==> config.mk <==
export PLATFORM = sky130hd
export DESIGN_NAME = compressor_driver
export DESIGN_NICKNAME = d
export VERILOG_FILES = /design/src/rtl/ac_pkg.sv /design/src/rtl/sec_prescaler.sv /design/src/rtl/compressor_driver.sv
export SDC_FILE = /design/constraint.sdc
export NUM_CORES = 1
export LEC_CHECK = 0
export BUFFER_PORTS_ARGS = -buffer_cell sky130_fd_sc_hd__buf_2
export CORE_AREA = 2 2 66 68
export CTS_CLUSTER_SIZE = 12
export DETAILED_ROUTE_END_ITERATION = 7
export DIE_AREA = 0 0 68 70
export PLACE_DENSITY = 0.74
export RECOVER_POWER = 100
export SLEW_MARGIN = 20
export SYNTH_ARGS = -nofsm -noshare
export SYNTH_HDL_FRONTEND = slang
export SYNTH_SLANG_ARGS = --single-unit
==> constraint.sdc <==
create_clock -name clk_ac_i -period 3.7 [get_ports clk_ac_i]
set_clock_uncertainty 0.2 [all_clocks]
set_input_delay 0.185 -clock clk_ac_i [delete_from_list [all_inputs] [get_ports clk_ac_i]]
set_output_delay 0.185 -clock clk_ac_i [all_outputs]
set_load 0.05 [all_outputs]
==> src/rtl/ac_pkg.sv <==
// Shared air-conditioner control definitions: compressor FSM encodings and the
// PLL-derived control clock rate. The controller decodes state_o with these.
package ac_pkg;

    typedef enum logic [1:0] {
        ST_LOCKOUT = 2'd0,
        ST_IDLE    = 2'd1,
        ST_RUN_MIN = 2'd2,
        ST_RUN     = 2'd3
    } ac_state_e;

    localparam int AC_CLK_HZ = 100000;

endpackage

==> src/rtl/sec_prescaler.sv <==
// Free-running divider producing a one-cycle pulse once per TICKS_PER_SEC clocks.
// The pulse is decoded from the count, so it is high while count == TICKS_PER_SEC-1.
module sec_prescaler #(
    parameter int TICKS_PER_SEC = ac_pkg::AC_CLK_HZ
) (
    input  logic clk_ac_i,
    input  logic rst_n_i,
    output logic tick_o
);

    localparam int CW = (TICKS_PER_SEC > 1) ? $clog2(TICKS_PER_SEC) : 1;
    localparam logic [CW-1:0] LAST = CW'(TICKS_PER_SEC - 1);

    logic [CW-1:0] cnt_q, cnt_d;

    always_comb begin
        cnt_d = (cnt_q == LAST) ? '0 : cnt_q + CW'(1);
    end

    always_ff @(posedge clk_ac_i or negedge rst_n_i) begin
        if (!rst_n_i) cnt_q <= '0;
        else          cnt_q <= cnt_d;
    end

    assign tick_o = (cnt_q == LAST);

endmodule

==> src/rtl/compressor_driver.sv <==
// Compressor/fan actuator driver enforcing minimum on-time, restart lockout and
// fan overrun after every stop, all timed in seconds from an on-chip prescaler.
module compressor_driver
    import ac_pkg::*;
#(
    parameter int TICKS_PER_SEC = AC_CLK_HZ,
    parameter int MIN_ON_S      = 600,
    parameter int MIN_OFF_S     = 900,
    parameter int FAN_OVERRUN_S = 30,
    parameter int CNT_W         = 10
) (
    input  logic             clk_ac_i,
    input  logic             rst_n_i,
    input  logic             req_on_i,
    input  logic             fault_i,
    output logic             comp_en_o,
    output logic             fan_en_o,
    output logic [1:0]       state_o,
    output logic [CNT_W-1:0] remaining_s_o,
    output logic             sec_tick_o
);

    localparam logic [CNT_W-1:0] ON_LOAD  = CNT_W'(MIN_ON_S);
    localparam logic [CNT_W-1:0] OFF_LOAD = CNT_W'(MIN_OFF_S);
    localparam logic [CNT_W-1:0] OVR_LOAD = CNT_W'(FAN_OVERRUN_S);

    ac_state_e        state_q, state_d;
    logic [CNT_W-1:0] rem_q, rem_d;
    logic [CNT_W-1:0] ovr_q, ovr_d;
    logic             comp_q, comp_d;
    logic             fan_q, fan_d;
    logic             tick;
    logic             go_lock;

    sec_prescaler #(
        .TICKS_PER_SEC(TICKS_PER_SEC)
    ) u_prescaler (
        .clk_ac_i(clk_ac_i),
        .rst_n_i (rst_n_i),
        .tick_o  (tick)
    );

    always_comb begin
        state_d = state_q;
        rem_d   = rem_q;
        ovr_d   = ovr_q;
        go_lock = 1'b0;

        if (tick && (ovr_q != '0)) ovr_d = ovr_q - CNT_W'(1);

        case (state_q)
            ST_LOCKOUT: begin
                // A persisting fault keeps the lockout pinned at its full length.
                if (fault_i) begin
                    rem_d = OFF_LOAD;
                end else if (tick) begin
                    if (rem_q <= CNT_W'(1)) begin
                        state_d = ST_IDLE;
                        rem_d   = '0;
                    end else begin
                        rem_d = rem_q - CNT_W'(1);
                    end
                end
            end
            ST_IDLE: begin
                rem_d = '0;
                if (req_on_i && !fault_i) begin
                    state_d = ST_RUN_MIN;
                    rem_d   = ON_LOAD;
                end
            end
            ST_RUN_MIN: begin
                if (fault_i) begin
                    go_lock = 1'b1;
                end else if (tick) begin
                    if (rem_q <= CNT_W'(1)) begin
                        state_d = ST_RUN;
                        rem_d   = '0;
                    end else begin
                        rem_d = rem_q - CNT_W'(1);
                    end
                end
            end
            ST_RUN: begin
                rem_d = '0;
                if (fault_i || !req_on_i) go_lock = 1'b1;
            end
            default: begin
                state_d = ST_LOCKOUT;
                rem_d   = OFF_LOAD;
            end
        endcase

        // Stop loads win over any same-cycle tick decrement.
        if (go_lock) begin
            state_d = ST_LOCKOUT;
            rem_d   = OFF_LOAD;
            ovr_d   = OVR_LOAD;
        end

        comp_d = (state_d == ST_RUN_MIN) || (state_d == ST_RUN);
        fan_d  = comp_d || (ovr_d != '0);
    end

    always_ff @(posedge clk_ac_i or negedge rst_n_i) begin
        if (!rst_n_i) begin
            state_q <= ST_LOCKOUT;
            rem_q   <= OFF_LOAD;
            ovr_q   <= '0;
            comp_q  <= 1'b0;
            fan_q   <= 1'b0;
        end else begin
            state_q <= state_d;
            rem_q   <= rem_d;
            ovr_q   <= ovr_d;
            comp_q  <= comp_d;
            fan_q   <= fan_d;
        end
    end

    assign comp_en_o     = comp_q;
    assign fan_en_o      = fan_q;
    assign state_o       = state_q;
    assign remaining_s_o = rem_q;
    assign sec_tick_o    = tick;

endmodule

**Word level (Yosys, flattened, before mapping)**

Index checks and enable logic that the tools add are counted.

- Equality and inequality tests: 7
- Muxes and demuxes: 22
- Add/sub/neg operators: 3
- Order comparisons: 1
- Reductions and logical operators: 10

Operator list:

| kind | number |
|---|---|
| two-way mux 10 bit | 8 |
| one-hot mux 10 bit (4 select lines) | 1 |
| nonzero test 10 bit | 2 |
| subtractor 10 x 1 -> 10 bit, second input constant | 2 |
| adder 17 x 1 -> 17 bit, second input constant | 1 |
| == test 17 bit, second input constant | 1 |
| two-way mux 17 bit | 1 |
| two-way mux 2 bit | 8 |
| <= comparator 10 x 1 -> 1 bit, second input constant | 1 |
| == test 2 bit, second input constant | 4 |
| one-hot mux 2 bit (3 select lines) | 1 |
| logical OR 1 bit | 3 |
| inequality test 3 bit, second input constant | 1 |
| == test 2 x 1 -> 1 bit, second input constant | 1 |
| logical AND 1 bit | 2 |
| zero test 1 bit | 2 |
| zero test 2 bit | 1 |
| two-way mux 1 bit | 2 |
| one-hot mux 1 bit (2 select lines) | 1 |

- Input bits: 4
- Output and inout bits: 15
- Word-level logic and storage cells: 49
- Flip-flop bits (word level): 41

**Longest topological paths before layout**

Gate-level depths: netlist of the first run.

- Depth after elaboration: 9
- Mapped depth: 8
- Mapped depth without buffers: 8

**Cells and area by module**

Synthesis of the first run repeated with hierarchy kept, for this count alone.

- Cell total of the unflattened synthesis: 214
- Area, all modules: 2164.6 µm²

By module, submodules not included:

| module | area an instance (µm²) | seq. area each (µm²) | cells an instance | times used |
|---|---|---|---|---|
| compressor_driver | 1371.3 | 605.6 | 140 | 1 |
| sec_prescaler | 793.3 | 425.4 | 74 | 1 |

**Worst setup path before layout of the first run**

No wires, ideal clock.

- Path type: register to register
- Start: reg rem_q[3], in the netlist remaining_s_o[3]
- End: reg rem_q[4], in the netlist remaining_s_o[4]
- Buffers on the path: 0
- Stages on the path, launching flop included: 7
- Required time: 3.368 ns
- Clock period less this slack: 2.309 ns
- Arrival time: 1.977 ns
- Slack: 1.391 ns
- Setup time: 0.132 ns
- Cells stage by stage: dfrtp_1 nor4_1 nand2b_1 or3_4 or3_1 nand2_1 o22ai_1

- Longest elaborated chain between the ends: 6
- Elaborated cells between the ends (all ways): 8
- Classes of those cells: add/sub (1); order compare (1); mux (6)

RTL lines:

| element | line | text |
|---|---|---|
| from (decl) | compressor_driver.sv:28 | `logic [CNT_W-1:0] rem_q, rem_d;` |
| from (signal assigned) | compressor_driver.sv:114 | `rem_q <= rem_d;` |
| subtractor 10 x 1 -> 10 bit / <= comparator 10 x 1 -> 1 bit (equally long branches) | -- |  |
| two-way mux 10 bit (*) | compressor_driver.sv:57, compressor_driver.sv:76 |  |
| two-way mux 10 bit (*) | compressor_driver.sv:56 | `end else if (tick) begin` |
| two-way mux 10 bit, on equally long branches | compressor_driver.sv:73, compressor_driver.sv:54 |  |
| one-hot mux 10 bit (4 select lines) (*) | compressor_driver.sv:51 | `case (state_q)` |
| two-way mux 10 bit (*) | compressor_driver.sv:95 | `if (go_lock) begin` |

Mark *: on every way between the ends. The rest lies on a longest branch, timed or not. The select of a mux whose other input is x is not followed.
A chain may end at the register's enable or synchronous reset.

**Final worst setup path of the first run**

- Start: reg u_prescaler.cnt_q[0]
- End: out sec_tick_o

- Longest elaborated chain between the ends: 1

RTL lines:

| element | line | text |
|---|---|---|
| from (decl) | sec_prescaler.sv:14 | `logic [CW-1:0] cnt_q, cnt_d;` |
| from (signal assigned) | sec_prescaler.sv:22 | `else cnt_q <= cnt_d;` |
| == test 17 bit | sec_prescaler.sv:25 | `assign tick_o = (cnt_q == LAST);` |
| to (decl) | compressor_driver.sv:20 | `output logic sec_tick_o` |

Every way passes these cells.

==> results of run 1 <==
## kinds of logic (layout without fill, tap and decap cells)
kind of cell             after synthesis  count (layout)  synth area share [%]
multiplexers                           5               5                 2.346
adder cells (fa/ha/maj)                4               4                 2.288
AND/OR/NAND/NOR                      107             107                 27.52
buffers and inverters                 12              38                 2.403
flip-flops                            41              41                 47.14
AO/OA/AOI/OAI                         26              26                 7.895
XOR/XNOR                              26              26                 10.41
## through the flow
step,worst slack [ns],std cells,area (um^2)
6_report,0.9486,299,2414
5_1_grt,0.6702,299,2414
4_1_cts,1.103,299,2461
3_5_place_dp,1.127,288,2323
3_3_place_gp,1.215,288,2323
2_1_floorplan,1.391,221,2187
## cell usage after synthesis, drive strengths merged, types with 2 or more instances
cell type,instances
xnor2,12
or4,2
dfstp,4
and4,3
o21ai,6
nor4,8
mux2i,4
dfrtp,37
nor3,5
nor2b,3
o2111ai,2
xor2,14
nand2b,3
and2,2
clkbuf,2
nand3b,2
nand4,8
o22ai,2
inv,9
or2,3
nand3,7
a21oi,8
and3,6
ha,4
nor2,28
or3,7
nand2,19
## final cells by class
| type | count | share of cell area, % |
|---|---|---|
| sequential | 41 | 42.72 |
| timing repair buffer | 21 | 4.147 |
| multi-input combinational | 168 | 44.58 |
| clock buffer | 6 | 3.007 |
| clock inverter | 2 | 1.452 |
| tap | 52 | 2.696 |
| inverter | 9 | 1.400 |
## worst max path at each step
stage                                              end                            from  slack, ns
after global routing      remaining_s_o[6]$_DFFE_PN0P_                         rst_n_i       0.67
after global placement              fan_en_o$_DFF_PN0_  u_prescaler.cnt_q[0]$_DFF_PN0_       1.22
after floorplan           remaining_s_o[4]$_DFFE_PN0P_    remaining_s_o[3]$_DFFE_PN0P_       1.39
after detailed placement            fan_en_o$_DFF_PN0_  u_prescaler.cnt_q[0]$_DFF_PN0_       1.13
final                                       sec_tick_o  u_prescaler.cnt_q[0]$_DFF_PN0_       0.95
after CTS                                   sec_tick_o  u_prescaler.cnt_q[0]$_DFF_PN0_       1.10
## worst max-delay path, delay by kind of cell (launching register included)
| kind | cells | cell delay [ns] |
|---|---|---|
| and+or+nand+nor | 2 | 0.63 |
| buffers and inverters | 2 | 0.83 |
| DFF | 1 | 0.39 |
| adders and majority gates | 1 | 0.23 |
## metal layers
metal / global-route usage (%) / wire length [um] / up-vias / part of all wire [%]
li1: - / - / 835 / -
met1: 29.14 / 1987 / 796 / 49
met2: 28.48 / 1862 / 22 / 46
met3: 5.958 / 140 / 6 / 3.5
met4: 6.222 / 48 / 0 / 1.2
met5: 0 / 0 / - / 0
## power groups by stage
stage	logic [uW]	clock network [uW]	registers [uW]
floorplan	10.8	0	463
global placement	23.2	0	464
detailed placement	23.8	0	464
CTS	26.2	362	456
global route	29.2	380	457
finish	24.7	352	456
## registers in the layout (all words and copies together), names as in the netlist
register	flops
fan_en_o	1
comp_en_o	1
u_prescaler.cnt_q	17
remaining_s_o	10
ovr_q	10
state_o	2
==> metrics, run 1 <==
Synth Cell Area 0.002187 mm^2; Overall Power 833.1 uW; violated checks capacitance limit, slew limit; I/O Pins 19; Crit path largest cell delay 0.50 ns; Comb pwr share 3.0%; Clock power frac 42.3%; RSZ-0062 raised after global routing no; vias 1,659; antenna violations before repair 0; CTS Buffer Depth 2; WL final 4039 um; first-pass GRT wire length 7286 um; CP Cell Sequence ha_1, and4_1, nand4_1, inv_1, clkbuf_1; final setup fails 0; number of buffers added on ports 18; WHS 0.2917 ns; Sw Ratio 20.83%; Max Transition Viols Final 42; Yosys warnings 0; fin crit period 2.751 ns; grt total ovfl 0; Syn Area/Cell 9.896 um^2; post_cts resized 0; syn_nets 229; P_int 659.5 uW; die area 0.004760 mm^2; number of flops mapped to enable cells by yosys 0; RR Startpoint u_prescaler.cnt_q[0]$_DFF_PN0_; Min-Delay Path Class flip-flop to flip-flop; status finished with violations; antenna fix cells 0; hold path start u_prescaler.cnt_q[0]$_DFF_PN0_; share of the synthesized area in the top cell type 42.33%; final setup TNS 0 ns; R2R depth 7; r2r endpoint fan_en_o$_DFF_PN0_; post-route ant nets 0; vias per inst 5.548; mean routed wirelength per cell 13.51 um; Startpoint Class flip-flop; vias in the first global route 1,588; WS Path Type flip-flop to primary output; flop-to-flop setup slack 1.19 ns; post-synthesis cell type count 44; worst ir drop on vdd 0.2602 mV; Final Hold Viols 0; final worst path period share 74.36%; total track usage 19.95%; WP data arrival 2.37 ns; ys async rst share 100.0%; flops & latches, synth 41; Critical Path RT 3.31 ns; Die Wd 68 um; worst-path fanout max 7; Post-DP HPWL 2868 um; Max-cap violations 1; cts bufs inserted 5; main flop type after synthesis dfrtp_1; Post-CTS Hold Fix Bufs 3; Nets 254; core box area 0.004144 mm^2; layout cell share with drive strength beyond 1 8.097%; CTS H-Tree Depth 2; Die Y 70 um; commonest non-fill, non-tap cell in the layout dfrtp_1; largest net degree at the start of global routing 42; worst skew pair latency 0.29 ns; TritonRoute pass-1 iters 4; LEAKAGE 0.001010 uW; endpoint type of the worst setup path primary output; clk sink count 41; CTS tree built; Peak Freq 0.3635 GHz; Hold Path Stages 1; post-CTS setup buffers 0; FF+latch area 0.001031 mm^2; Std-Cell Rows 24; Remaining DRCs 0; initial drt markers 148; sequential share of the synthesized area 47.14%; starting density of the core 52.78%; Slew @ Worst Pin 2.171 ns; Finished Core Util 58.24%; CTS clk-pin slew, worst paths 0.08 ns; Syn-to-layout area delta 10.35%; FILL cells 382; largest cells by area after synthesis dfrtp_1, xor2_1, dfstp_2; Relative slew margins -44.75%; area of the multi-input gates 0.001076 mm^2; GPL Wtd Cong 0.8469; most frequent cells in the layout dfrtp_1, nor2_1, nand2_1; root buffer cell clkbuf_8; switching pwr 173.5 uW; Seq pwr share 54.7%; Synth area leader dfrtp_1; Syn Inst Count 221; pwr dens 345.2 mW/mm^2; Endpoint, Worst Hold u_prescaler.cnt_q[0]$_DFF_PN0_; Crit-path slowest cell clkbuf_1
No activity file was read; power rests on OpenSTA's default activity.
==> inputs of run 2 (changes only) <==
Settings changed: CORE_AREA 2 2 66 68 to 2 2 68 70, DIE_AREA 0 0 68 70 to 0 0 70 72, PLACE_DENSITY 0.74 to 0.73.
Clock period 3.7 ns to 2.5 ns, I/O delays scaled along.
==> metrics, run 2 (synthesis results as in run 1) <==
status finished, final reports clean (was finished with violations); Critical Path RT 2.17 ns (was 3.31 ns); final setup TNS 0 ns (unchanged); RSZ-0062 raised after global routing no (unchanged); Max Transition Viols Final 0 (was 42); commonest non-fill, non-tap cell in the layout dfrtp_1 (unchanged); number of buffers added on ports 18 (unchanged); Largest register FFs 17 (unchanged); starting density of the core 51.29% (was 52.78%); post-layout worst setup margin 0.1854 ns (was 0.9486 ns); grt total ovfl 0 (unchanged); CTS clk-pin slew, worst paths 0.07 ns (was 0.08 ns); Peak Freq 0.4320 GHz; pwr dens 484.6 mW/mm^2 (was 345.2 mW/mm^2); vias per inst 5.479 (was 5.548); root buffer cell clkbuf_8 (unchanged); Biggest register u_prescaler.cnt_q (unchanged); post-route ant nets 0 (unchanged); Final Hold Viols 0 (unchanged); mean routed wirelength per cell 13.74 um (was 13.51 um); post-CTS setup buffers 0 (unchanged); CTS tree built (unchanged); worst-path fanout max 7 (unchanged); Finished Core Util 57.39% (was 58.24%); Die Wd 70 um (was 68 um); core box area 0.004264 mm^2 (was 0.004144 mm^2); WS Path Type flip-flop to primary output (unchanged); LEAKAGE 0.001022 uW (was 0.001010 uW); WHS 0.2855 ns (was 0.2917 ns); Std-Cell Rows 24 (unchanged); largest net degree at the start of global routing 42 (unchanged); vias in the first global route 1,635 (was 1,588); Relative slew margins 33.40% (was -44.75%); Die Y 72 um (was 70 um); final setup fails 0 (unchanged); Startpoint Class flip-flop (unchanged); Remaining DRCs 0 (unchanged); TritonRoute pass-1 iters 5 (was 4); endpoint type of the worst setup path primary output (unchanged); worst ir drop on vdd 0.3414 mV (was 0.2602 mV); first-pass GRT wire length 7445 um (was 7286 um); Nets 258 (was 254); Slew @ Worst Pin 0.9990 ns (was 2.171 ns); GPL Wtd Cong 0.8613 (was 0.8469); Syn-to-layout area delta 11.90% (was 10.35%); post-placement setup slack 0.1009 ns (was 1.127 ns); die area 0.005040 mm^2 (was 0.004760 mm^2); WP data arrival 1.99 ns (was 2.37 ns); most frequent cells in the layout dfrtp_1, nor2_1, nand2_1 (unchanged); layout cell share with drive strength beyond 1 11.16% (was 8.097%); vias 1,660 (was 1,659); total track usage 18.69% (was 19.95%); I/O Pins 19 (unchanged); cts bufs inserted 5 (unchanged); Min-Delay Path Class flip-flop to flip-flop (unchanged); clk sink count 41 (unchanged); fin crit period 2.315 ns; initial drt markers 96 (was 148); Max-cap violations 0 (was 1); CTS Buffer Depth 2 (unchanged); Post-DP HPWL 2967 um (was 2868 um); final worst path period share 92.58%; CTS H-Tree Depth 2 (unchanged); antenna fix cells 0 (unchanged); antenna violations before repair 0 (unchanged); worst skew pair latency 0.29 ns (about the same); WL final 4162 um (was 4039 um)
==> run 2: timing repair <==
item	4_1_cts	5_1_grt
hold endpoints to repair	42	0
hold buffers	3	0
resized for setup	0	4
endpoints found under the setup margin	0	4
==> run 2: metrics by stage <==
| step | total power, uW | cells | cell area, um^2 |
|---|---|---|---|
| 5_1_grt | 1237 | 303 | 2447 |
| 3_5_place_dp | 723.5 | 292 | 2354 |
| 2_1_floorplan | 701.7 | 221 | 2187 |
| 4_1_cts | 1203 | 303 | 2485 |
| 6_report | 1186 | 303 | 2447 |
| 3_3_place_gp | 722.9 | 292 | 2354 |
==> run 2: where the power goes <==
part	switching (uW)	leakage (uW)	internal, uW
sequential	7.43	0.000505	668
combinational	25.1	0.000463	12.5
clock	224	0.0000542	249
total	256	0.00102	930
==> run 2: layout make-up <==
type / count / area, um^2
clock buffer: 7 / 96.34
clock inverter: 1 / 5.005
fill: 384 / 1817
inverter: 9 / 33.78
multi-input combinational: 168 / 1092
sequential: 41 / 1031
tap: 52 / 65.06
timing repair buffer: 25 / 123.9
==> run 2: worst paths after layout <==
| path | startpoint | endpoint | slack, ns | cells past startpoint |
|---|---|---|---|---|
| max in group asynchronous | rst_n_i | ovr_q[8]$_DFF_PN0_ | 1.16 | 2 |
| worst min-delay path | u_prescaler.cnt_q[0]$_DFF_PN0_ | u_prescaler.cnt_q[0]$_DFF_PN0_ | 0.29 | 1 |
| worst max-delay path | u_prescaler.cnt_q[0]$_DFF_PN0_ | sec_tick_o | 0.19 | 5 |
| worst max register to register | u_prescaler.cnt_q[0]$_DFF_PN0_ | fan_en_o$_DFF_PN0_ | 0.23 | 7 |
| min in group asynchronous | rst_n_i | u_prescaler.cnt_q[3]$_DFF_PN0_ | 0.33 | 2 |
| worst min register to register | u_prescaler.cnt_q[0]$_DFF_PN0_ | u_prescaler.cnt_q[0]$_DFF_PN0_ | 0.29 | 1 |
==> run 2: metal layers <==
metal  up-vias  global-route usage, %  part of all wire, %
met4         0                  7.051                  1.3
met5         -                      0                    0
met2        29                  28.99                   46
met1       777                  25.61                   49
met3         7                  4.722                  3.7
li1        847                      -                    -
==> run 2: worst max-delay path, cell delays in order, from the launching register on <==
cell	delay, ns
dfrtp_1	0.39
ha_1	0.23
and4_1	0.28
nand4_1	0.31
inv_2	0.23
clkbuf_4	0.26
==> inputs of run 3 (changes only) <==
Settings changed: ABC_AREA set to 1, CORE_AREA 2 2 68 70 to 2 2 72 74, DIE_AREA 0 0 70 72 to 0 0 74 76.
Clock period 2.5 ns to 2.3 ns, I/O delays scaled along.
==> metrics, run 3 <==
status finished, final reports clean (unchanged); antenna fix cells 0 (unchanged); delay-heaviest family, CP simple AND/OR/NAND/NOR gates (unchanged); area of the multi-input gates 0.001326 mm^2 (was 0.001092 mm^2); flops & latches, synth 41 (unchanged); Std-Cell Rows 26 (was 24); post-synthesis cell type count 34 (was 44); antenna violations before repair 0 (unchanged); Largest register FFs 17 (unchanged); Nets 404 (was 258); vias 2,302 (was 1,660); Layout Cells excl Fill 466 (was 303); TritonRoute pass-1 iters 4 (was 5); commonest non-fill, non-tap cell in the layout nand2_1 (was dfrtp_1); starting density of the core 53.85% (was 51.29%); most frequent cells in the layout nand2_1, inv_1, nor2_1 (was dfrtp_1, nor2_1, nand2_1); Startpoint Class flip-flop (unchanged); ys async rst share 100.0% (unchanged); cts bufs inserted 5 (unchanged); post-placement setup slack 0.2184 ns (was 0.1009 ns); CTS clk-pin slew, worst paths 0.08 ns (was 0.07 ns); Max-cap violations 0 (unchanged); WS Path Type flip-flop to flip-flop (was flip-flop to primary output); RR Startpoint u_prescaler.cnt_q[0]$_DFF_PN0_ (unchanged); flop-to-flop setup slack 0.16 ns (was 0.23 ns); FILL cells 475 (was 384); Post-DP HPWL 4118 um (was 2967 um); post-layout worst setup margin 0.1615 ns (was 0.1854 ns); die area 0.005624 mm^2 (was 0.005040 mm^2); final setup TNS 0 ns (unchanged); Crit path largest cell delay 0.37 ns (was 0.39 ns); main flop type after synthesis dfrtp_1 (unchanged); layout cell share with drive strength beyond 1 12.12% (was 11.16%); r2r endpoint remaining_s_o[3]$_DFFE_PN0P_ (was fan_en_o$_DFF_PN0_); Min-Delay Path Class flip-flop to flip-flop (unchanged); final setup fails 0 (unchanged); share of the synthesized area in the top cell type 35.00% (was 42.33%); endpoint type of the worst setup path flip-flop (was primary output); Most common cell on crit path nand2_1; WP buf/inv 1 (was 2); Syn Inst Count 363 (was 221); Crit-path slowest cell dfrtp_1 (unchanged); GPL Wtd Cong 0.8547 (was 0.8613); final worst path period share 92.98%; Die Wd 74 um (was 70 um); DP Cell Count 455 (was 292); CTS tree built (unchanged); synth cell count leaders nand2_1, inv_1, nor2_1 (was dfrtp_1, nor2_1, nand2_1); pwr dens 773.5 mW/mm^2 (was 484.6 mW/mm^2); FF+latch area 0.001031 mm^2 (unchanged); number of buffers added on ports 18 (unchanged); first-pass GRT wire length 9639 um (was 7445 um); total track usage 21.46% (was 18.69%); cell with the most instances after synthesis nand2_1 (was dfrtp_1); root buffer cell clkbuf_8 (unchanged); Biggest register u_prescaler.cnt_q (unchanged); syn_nets 371 (was 229); RSZ-0062 raised after global routing no (unchanged); Endpoint, Worst Hold u_prescaler.cnt_q[0]$_DFF_PN0_ (unchanged); post-route ant nets 0 (unchanged); worst skew pair latency 0.29 ns (about the same); Syn Area/Cell 7.287 um^2 (was 9.896 um^2); clk sink count 41 (unchanged); WP data arrival 2.16 ns (was 1.99 ns); Slew @ Worst Pin 1.026 ns (was 0.9990 ns); I/O Pins 19 (unchanged); vias in the first global route 2,108 (was 1,635); Remaining DRCs 0 (unchanged); Die Y 76 um (was 72 um); number of flops mapped to enable cells by yosys 0 (unchanged); core box area 0.004912 mm^2 (was 0.004264 mm^2); largest cells by area after synthesis dfrtp_1, nand2_1, inv_1 (was dfrtp_1, xor2_1, dfstp_2); R2R depth 11 (was 7); Synth Cell Area 0.002645 mm^2 (was 0.002187 mm^2); Max Transition Viols Final 0 (unchanged); Hold Path Stages 1 (unchanged); worst-path fanout max 7 (unchanged); vias per inst 4.940 (was 5.479); LEAKAGE 0.001512 uW (was 0.001022 uW); largest net degree at the start of global routing 42 (unchanged); Critical Path RT 2.32 ns (was 2.17 ns); grt total ovfl 0 (unchanged); worst ir drop on vdd 0.7080 mV (was 0.3414 mV); Relative slew margins 31.60% (was 33.40%); CP Cell Sequence ha_1, nand2_2, nor2_4, inv_1, nor2_1, nand2_1, o21ai_1, nand4_1, nand2_1, nand2_1, nor2_1 (was ha_1, and4_1, nand4_1, inv_2, clkbuf_4); mean routed wirelength per cell 11.85 um (was 13.74 um); sequential share of the synthesized area 38.98% (was 47.14%); WL final 5520 um (was 4162 um); post_cts resized 0 (unchanged); Syn-to-layout area delta 10.45% (was 11.90%); CTS H-Tree Depth 2 (unchanged); Yosys warnings 0 (unchanged); Peak Freq 0.4676 GHz; CTS Buffer Depth 2 (unchanged); hold path start u_prescaler.cnt_q[0]$_DFF_PN0_ (unchanged); Synth area leader dfrtp_1 (unchanged); initial drt markers 121 (was 96); fin crit period 2.139 ns; Final Hold Viols 0 (unchanged)
[run 3: final cells by class]
type | count | area share (%)
Multi-Input combinational cell | 257 | 45.40
Sequential cell | 41 | 35.29
Inverter | 62 | 7.966
Timing Repair Buffer | 29 | 5.396
Tap cell | 70 | 2.998
Clock buffer | 7 | 2.955
[run 3: routing by layer]
layer,GRT usage [%],vias to the layer above,part of all wire [%]
met5,0,-,0
met4,5.091,0,0.87
met3,4.101,7,3.4
met2,33.57,38,48
met1,30.60,1047,48
li1,-,1210,-
[run 3: worst reg2reg max path, stage by stage (launching register included)]
cell	delay, ns
dfrtp_1	0.37
ha_1	0.20
nand2_2	0.11
nor2_4	0.13
inv_1	0.06
nor2_1	0.13
nand2_1	0.24
o21ai_1	0.29
nand4_1	0.13
nand2_1	0.08
nand2_1	0.05
nor2_1	0.09
[run 3: cell families (layout without fill, tap and decap cells)]
group | Yosys count | count (layout) | share of synthesized area, %
AO/OA/AOI/OAI | 24 | 24 | 5.014
AND/OR/NAND/NOR | 216 | 216 | 39.64
flip-flops | 41 | 41 | 38.98
adder cells (fa/ha/maj) | 4 | 4 | 1.892
buffers and inverters | 65 | 98 | 10.17
XOR/XNOR | 13 | 13 | 4.305
[run 3: worst max-delay path by stage]
| stage | start | endpoint | depth (start not counted) |
|---|---|---|---|
| floorplan | state_o[0]$_DFF_PN0_ | fan_en_o$_DFF_PN0_ | 8 |
| global placement | u_prescaler.cnt_q[0]$_DFF_PN0_ | remaining_s_o[3]$_DFFE_PN0P_ | 11 |
| detailed placement | u_prescaler.cnt_q[0]$_DFF_PN0_ | remaining_s_o[3]$_DFFE_PN0P_ | 11 |
| CTS | u_prescaler.cnt_q[0]$_DFF_PN0_ | sec_tick_o | 7 |
| global route | u_prescaler.cnt_q[0]$_DFF_PN0_ | remaining_s_o[3]$_DFFE_PN0P_ | 13 |
| finish | u_prescaler.cnt_q[0]$_DFF_PN0_ | remaining_s_o[3]$_DFFE_PN0P_ | 11 |
[run 3: report_power, final]
group          switching [uW]  leakage (uW)  total (uW)  internal [uW]
Combinational             635      0.000957         854            219
Sequential                107      0.000511         928            822
Clock                     239     0.0000443         477            238
Total                     981       0.00151        2260           1280
[run 3: timing repair]
action / CTS / global route
hold buffers: 4 / 0
buffers inserted: 0 / 0
hold endpoints to repair: 41 / 0
[run 3: stage by stage]
stage | cell area [um^2] | hold slack [ns] | total power [uW] | util [%]
after floorplan | 2645 | -0.3806 | 1591 | -
after global placement | 2839 | 0.1027 | 1787 | 57.79
after detailed placement | 2839 | 0.1214 | 1799 | 57.79
after CTS | 2965 | 0.2685 | 2294 | 60.37
after global routing | 2922 | 0.3050 | 2407 | 59.48
final | 2922 | 0.2613 | 2260 | 59.48
